`config.mk`:
```
export PLATFORM = sky130hd
export DESIGN_NAME = anneal_sequencer
export DESIGN_NICKNAME = d
export VERILOG_FILES = /design/src/rtl/anneal_sequencer.sv
export SDC_FILE = /design/constraint.sdc
export NUM_CORES = 1
export LEC_CHECK = 0
export ABC_CLOCK_PERIOD_IN_PS = 5400
export BUFFER_PORTS_ARGS = -buffer_cell sky130_fd_sc_hd__buf_4
export CORE_MARGIN = 2
export CORE_UTILIZATION = 50
export DETAILED_ROUTE_END_ITERATION = 10
export GPL_TIMING_DRIVEN = 0
export PLACE_DENSITY = 0.72
export SYNTH_ARGS = -nofsm -noshare
export SYNTH_HDL_FRONTEND = slang
export SYNTH_SLANG_ARGS = --single-unit
```
`constraint.sdc`:
```
create_clock -name clk -period 5.4 [get_ports clk]
set_input_delay 0.27 -clock clk [delete_from_list [all_inputs] [get_ports clk]]
set_output_delay 0.27 -clock clk [all_outputs]
set_load 0.01 [all_outputs]
```
`src/rtl/anneal_sequencer.sv`:
```
// anneal_sequencer: broadcast command sequencer for the or_node array.
// Each iteration is a fixed schedule: random draw, delta-distance phase,
// metropolis test, replica exchange test, then the ordering shift window.
// All command outputs are registered; they are decoded from the next state
// so that each one is high exactly while the FSM sits in the matching state.
module anneal_sequencer #(
    parameter int city_num = 64,
    parameter int dist_cyc = 8,
    parameter int mtr_lat  = 4,
    parameter int rep_lat  = 4,
    parameter int iter_w   = 24
) (
    input  logic              clk,
    input  logic              reset,
    input  logic              start,
    input  logic              abort,
    input  logic [iter_w-1:0] run_times,
    output logic              busy,
    output logic              done,
    output logic [iter_w-1:0] iter_cnt,
    output logic [1:0]        opt_command,
    output logic              random_run,
    output logic [1:0]        distance_com,
    output logic              metropolis_run,
    output logic              replica_run,
    output logic              exchange_run,
    output logic              exchange_shift_d,
    output logic              exchange_bank
);

    // FIN is the finishing cycle of NEXT: done is high there and start is ignored.
    typedef enum logic [3:0] {
        IDLE, RAND, DIST, MTR, MWAIT, REP, RWAIT, EXCH, SHIFT, NEXT, FIN
    } state_t;

    // One phase counter serves every multi-cycle state; size it for the longest.
    localparam int MAX_A   = (city_num > dist_cyc) ? city_num : dist_cyc;
    localparam int MAX_B   = (mtr_lat > rep_lat) ? mtr_lat : rep_lat;
    localparam int MAX_CNT = (MAX_A > MAX_B) ? MAX_A : MAX_B;
    localparam int CNT_W   = $clog2(MAX_CNT + 1);

    localparam logic [CNT_W-1:0] DIST_LAST  = CNT_W'(dist_cyc - 1);
    localparam logic [CNT_W-1:0] MTR_LAST   = CNT_W'(mtr_lat - 1);
    localparam logic [CNT_W-1:0] REP_LAST   = CNT_W'(rep_lat - 1);
    localparam logic [CNT_W-1:0] SHIFT_LAST = CNT_W'(city_num - 1);

    state_t            state;
    state_t            next_state;
    logic [CNT_W-1:0]  cnt;
    logic [CNT_W-1:0]  cnt_next;
    logic [1:0]        dcom_next;
    logic [iter_w-1:0] run_lat;
    logic [iter_w-1:0] iter_inc;

    assign iter_inc = iter_cnt + iter_w'(1);

    // Next-state, phase counter and delta-distance code for the coming cycle.
    always_comb begin
        next_state = state;
        cnt_next   = '0;
        dcom_next  = 2'd0;
        case (state)
            IDLE:  if (start) next_state = (run_times == '0) ? FIN : RAND;
            RAND:  next_state = DIST;
            DIST:  if (cnt == DIST_LAST) next_state = MTR;
            MTR:   next_state = MWAIT;
            MWAIT: if (cnt == MTR_LAST) next_state = REP;
            REP:   next_state = RWAIT;
            RWAIT: if (cnt == REP_LAST) next_state = EXCH;
            EXCH:  next_state = SHIFT;
            SHIFT: if (cnt == SHIFT_LAST) next_state = NEXT;
            NEXT:  next_state = ((iter_inc == run_lat) || abort) ? FIN : RAND;
            FIN:   next_state = IDLE;
            default: next_state = IDLE;
        endcase
        // The counter restarts at zero on every state entry and runs while the state holds.
        if ((next_state == state) && (state != IDLE)) begin
            cnt_next = cnt + CNT_W'(1);
        end
        if (next_state == DIST) begin
            if (cnt_next == DIST_LAST) begin
                dcom_next = 2'd3;
            end else if (cnt_next == '0) begin
                dcom_next = 2'd1;
            end else begin
                dcom_next = 2'd2;
            end
        end
    end

    // State register and registered command outputs.
    always_ff @(posedge clk or posedge reset) begin
        if (reset) begin
            state            <= IDLE;
            cnt              <= '0;
            busy             <= 1'b0;
            done             <= 1'b0;
            random_run       <= 1'b0;
            distance_com     <= 2'd0;
            metropolis_run   <= 1'b0;
            replica_run      <= 1'b0;
            exchange_run     <= 1'b0;
            exchange_shift_d <= 1'b0;
        end else begin
            state            <= next_state;
            cnt              <= cnt_next;
            busy             <= (next_state != IDLE) && (next_state != FIN);
            done             <= (next_state == FIN);
            random_run       <= (next_state == RAND);
            distance_com     <= dcom_next;
            metropolis_run   <= (next_state == MTR);
            replica_run      <= (next_state == REP);
            exchange_run     <= (next_state == EXCH);
            exchange_shift_d <= (next_state == SHIFT);
        end
    end

    // Run bookkeeping: latch the target on start, advance count and toggles in NEXT.
    always_ff @(posedge clk or posedge reset) begin
        if (reset) begin
            run_lat       <= '0;
            iter_cnt      <= '0;
            opt_command   <= 2'd0;
            exchange_bank <= 1'b0;
        end else if ((state == IDLE) && start) begin
            run_lat  <= run_times;
            iter_cnt <= '0;
        end else if (state == NEXT) begin
            iter_cnt      <= iter_inc;
            opt_command   <= {1'b0, ~opt_command[0]};
            exchange_bank <= ~exchange_bank;
        end
    end

endmodule

```
==> reports/results.md <==
| Quantity | Value | Unit |
|:---|:---|:---|
| Run status | complete, no violations | - |
| Area growth from synthesis to layout | 19.1 | % |
| Startpoint type of the worst setup path | register | - |
| Core footprint | 8180 | sq um |
| Net count after synthesis | 480 | - |
| Global Route Usage Sum | 27.2 | % |
| Sink count of the clock tree | 70 | - |
| Cell mode on critical path | sky130_fd_sc_hd__nor3_1 | - |
| Detail-routed via count per cell | 5.98 | - |
| Starting DRC count in detailed routing | 298 | - |
| Horizontal die dimension | 95.4 | microns |
| Met2 layer usage reported by global route | 45.2 | % |
| # diodes | 0 | - |
| Routing usage on met1 | 36.8 | % |
| Height of the chip | 95.4 | microns |
| Detailed Routing Iterations Pass 1 | 5 | - |
| DRT Wirelength | 11.7 | mm |
| Number of buffer cells added on primary ports | 62 | - |
| Post-route DRC | 0 | - |
| Number of nets with antenna violations after detailed routing | 0 | - |
| Final TNS setup | 0 | ns |
| Net count, final | 553 | - |
| Final Cycle Share | 62.9 | % |
| Non-filler instance count after layout | 633 | - |
| Max incr delay on CP | 0.72 | ns |
| Core Rows | 33 | - |
| Half-perimeter wire length of the detailed placement result | 8.51 | mm |
| Relative slew slack | 40.8 | % |
| Clock tree from TritonCTS | yes | - |
| Number of hold violations in the final report | 0 | - |
| Crit-path slowest cell | sky130_fd_sc_hd__nor3_1 | - |
| Worst min-delay path category | primary input to async pin | - |
| Number of cells in the design after placement | 617 | - |
| Insertion delay to the later sink of the worst-skew pair | 0.35 | ns |
| Number of global-route vias before repair | 3689 | - |
| Final Skew | 0.0131 | ns |
| Flop and latch count out of synthesis | 70 | - |
| Total power draw | 1.93 | mW |
| Number of hold buffers added after cts | 0 | - |
| Main synth FF type | sky130_fd_sc_hd__dfrtp_1 | - |
| Count of instances resized after the clock tree is built | 0 | - |
| Cell family with the largest share of critical-path delay | simple AND/OR/NAND/NOR gates | - |
| Pwr dens | 388 | nW/um^2 |
| Global-route wire length before repair | 18.8 | mm |
| Number of clock buffers inserted by TritonCTS | 9 | - |
| Proportion of layout cells with a drive suffix above 1 | 24.1 | % |
| Met3 Use GR | 3.87 | % |
| Cells after Synth | 450 | - |
| Max-cap violation count | 0 | - |
| I/O pin count | 64 | - |
| Unique masters post-synth | 61 | - |
| H-Tree Depth | 3 | - |
| CTS root buffer | sky130_fd_sc_hd__clkbuf_8 | - |
| Avg Synthesized Cell Area | 9.28 | sq um |
| Number of synthesized flops with an enable pin | 0 | - |
| Number of pins exceeding their max-slew limit in the final report | 0 | - |
| Post-synthesis cell area | 4180 | sq um |
| Layer with the highest usage after global routing | met2 | - |
| Cells along the critical path | ha_1 -> nand3_1 -> nor3_1 -> nand2_1 -> xnor2_1 -> nor3_1 -> nand4_1 -> o21ai_2 -> nor3b_2 | - |
| Total die area | 9100 | sq um |
| Clock transition at the register clock pins on the worst setup and hold paths after CTS | 0.09 | ns |
| Required time worst endpoint | 5.67 | ns |
| Synth async-reset ratio | 100 | % |
| Leak Pwr | 2.19 | nW |
| WL/cell | 18.5 | microns |
| Unrepaired setup endpoints after global routing | false | - |
| Slew at the pin closest to its max-slew limit | 0.887 | ns |
| Warnings from Yosys | 0 | - |
| Critical path arrival | 3.67 | ns |
| CP bufs+invs | 0 | - |
| Critical path start-end classification | register to register | - |
| Final Critical Period | 3.39 | ns |
| Pin count of the biggest net entering global routing | 71 | - |
| Overflow after GRT | 0 | - |
| Routed via count | 3784 | - |
| Initial antenna violation count | 0 | - |
| Crit Path Max Fanout | 9 | - |
| Final GP Congestion | 0.944 | - |
| Sequential fraction of the synthesis area | 41.9 | % |
| Setup bufs post-CTS | 0 | - |
| Maximum clock frequency | 295 | MHz |
| VDD IR max | 0.000235 | V |
| Starting density of the core | 51.1 | % |
| Kind of end point of the critical path | register | - |
| Maximum clock insertion buffer count | 2 | - |
| Final setup viols | 0 | - |
-- per-layer routing --
layer / vias up / routed length (microns)
met4: 0 / 210
met3: 20 / 429
li1: 1789 / -
met5: - / 0
met2: 104 / 5740
met1: 1871 / 5320
-- cell families (layout without fill, tap and decap cells) --
family	count (synthesis)	in the layout	synth area share, %
and+or+nand+nor	170	170	22.5
AOI/OAI and AO/OA	103	103	15.7
DFF	70	70	41.9
xor gates and xnor gates	39	39	8.18
buffers and inverters	39	117	4.01
muxes	26	26	6.95
adders and majority gates	2	2	0.599
other	1	1	0.0898
-- placed cells by master, fill, tap and decap left out, types with 6 or more instances in the layout --
master                     instances
sky130_fd_sc_hd__a211oi_1          6
sky130_fd_sc_hd__a21oi_1          17
sky130_fd_sc_hd__a31oi_1           8
sky130_fd_sc_hd__and2_1            8
sky130_fd_sc_hd__and3_1            7
sky130_fd_sc_hd__buf_2             8
sky130_fd_sc_hd__buf_4            63
sky130_fd_sc_hd__clkbuf_1         18
sky130_fd_sc_hd__clkbuf_8          9
sky130_fd_sc_hd__dfrtp_1          70
sky130_fd_sc_hd__inv_1             9
sky130_fd_sc_hd__mux2_2           24
sky130_fd_sc_hd__nand2_1          32
sky130_fd_sc_hd__nand3_1          27
sky130_fd_sc_hd__nand4_1          12
sky130_fd_sc_hd__nor2_1           36
sky130_fd_sc_hd__nor3_1           10
sky130_fd_sc_hd__nor4_1            9
sky130_fd_sc_hd__o21ai_0          36
sky130_fd_sc_hd__o31ai_1           6
sky130_fd_sc_hd__xnor2_1          22
sky130_fd_sc_hd__xor2_1           17
-- registers in the layout (all words and copies together), names as in the netlist, 2 cells and up --
register,count
state,4
run_lat,24
cnt,7
distance_com,2
iter_cnt,24
-- stage by stage --
stage	setup WS [ns]	instance area [sq um]	hold slack (ns)	utilization, %
finish	2.01	4970	0.107	60.8
global route	1.75	4970	0.148	60.8
CTS	2.06	4970	0.141	60.8
detailed placement	2.11	4780	0.475	58.4
global placement	2.19	4770	0.464	58.4
floorplan	2.75	4180	0.421	-
-- area by class of cell --
cell class	count	area (sq um)
clock buffers	9	124
flip-flops and latches	70	1750
inverters	10	40.0
plain buffers	29	130
well taps	105	131
clock inverters	7	73.8
fillers	750	3200
repair buffers	62	465
multi-input cells	341	2260
-- synth_stat cells, types with 6 or more instances --
| cell type | n | area [sq um] |
|---|---|---|
| sky130_fd_sc_hd__inv_1 | 10 | 37.5 |
| sky130_fd_sc_hd__and2_1 | 8 | 50.1 |
| sky130_fd_sc_hd__and3_1 | 7 | 43.8 |
| sky130_fd_sc_hd__a31oi_1 | 8 | 50.1 |
| sky130_fd_sc_hd__nor3_1 | 10 | 50.1 |
| sky130_fd_sc_hd__mux2_2 | 24 | 270 |
| sky130_fd_sc_hd__xor2_1 | 17 | 149 |
| sky130_fd_sc_hd__a21oi_1 | 17 | 85.1 |
| sky130_fd_sc_hd__nand3_1 | 27 | 135 |
| sky130_fd_sc_hd__nor4_1 | 9 | 56.3 |
| sky130_fd_sc_hd__nand2_1 | 32 | 120 |
| sky130_fd_sc_hd__clkbuf_1 | 18 | 67.6 |
| sky130_fd_sc_hd__a211oi_1 | 6 | 45.0 |
| sky130_fd_sc_hd__o31ai_1 | 6 | 45.0 |
| sky130_fd_sc_hd__o21ai_0 | 36 | 180 |
| sky130_fd_sc_hd__nand4_1 | 12 | 75.1 |
| sky130_fd_sc_hd__xnor2_1 | 22 | 193 |
| sky130_fd_sc_hd__dfrtp_1 | 70 | 1750 |
| sky130_fd_sc_hd__buf_2 | 8 | 40.0 |
| sky130_fd_sc_hd__nor2_1 | 36 | 135 |
-- power by group --
group	internal [mW]	total (mW)	leakage (nW)	switching, mW
logic	0.337	0.709	1.17	0.372
clock network	0.215	0.442	0.0996	0.227
registers	0.656	0.780	0.914	0.124
total	1.21	1.93	2.19	0.723
-- path summary, 6_finish.rpt --
kind / start / endpoint / slack [ns] / cells past startpoint
worst max-delay path: iter_cnt[0] / distance_com[0] / 2.01 / 9
worst min-delay path: reset / opt_command[0] / 0.11 / 2
worst max register to register: iter_cnt[0] / distance_com[0] / 2.01 / 9
worst min register to register: opt_command[0] / opt_command[0] / 0.48 / 1
max in group asynchronous: reset / iter_cnt[23] / 4.71 / 2
min in group clk: run_times[19] / run_lat[19] / 0.16 / 2
(Power assumes the default switching activity.)
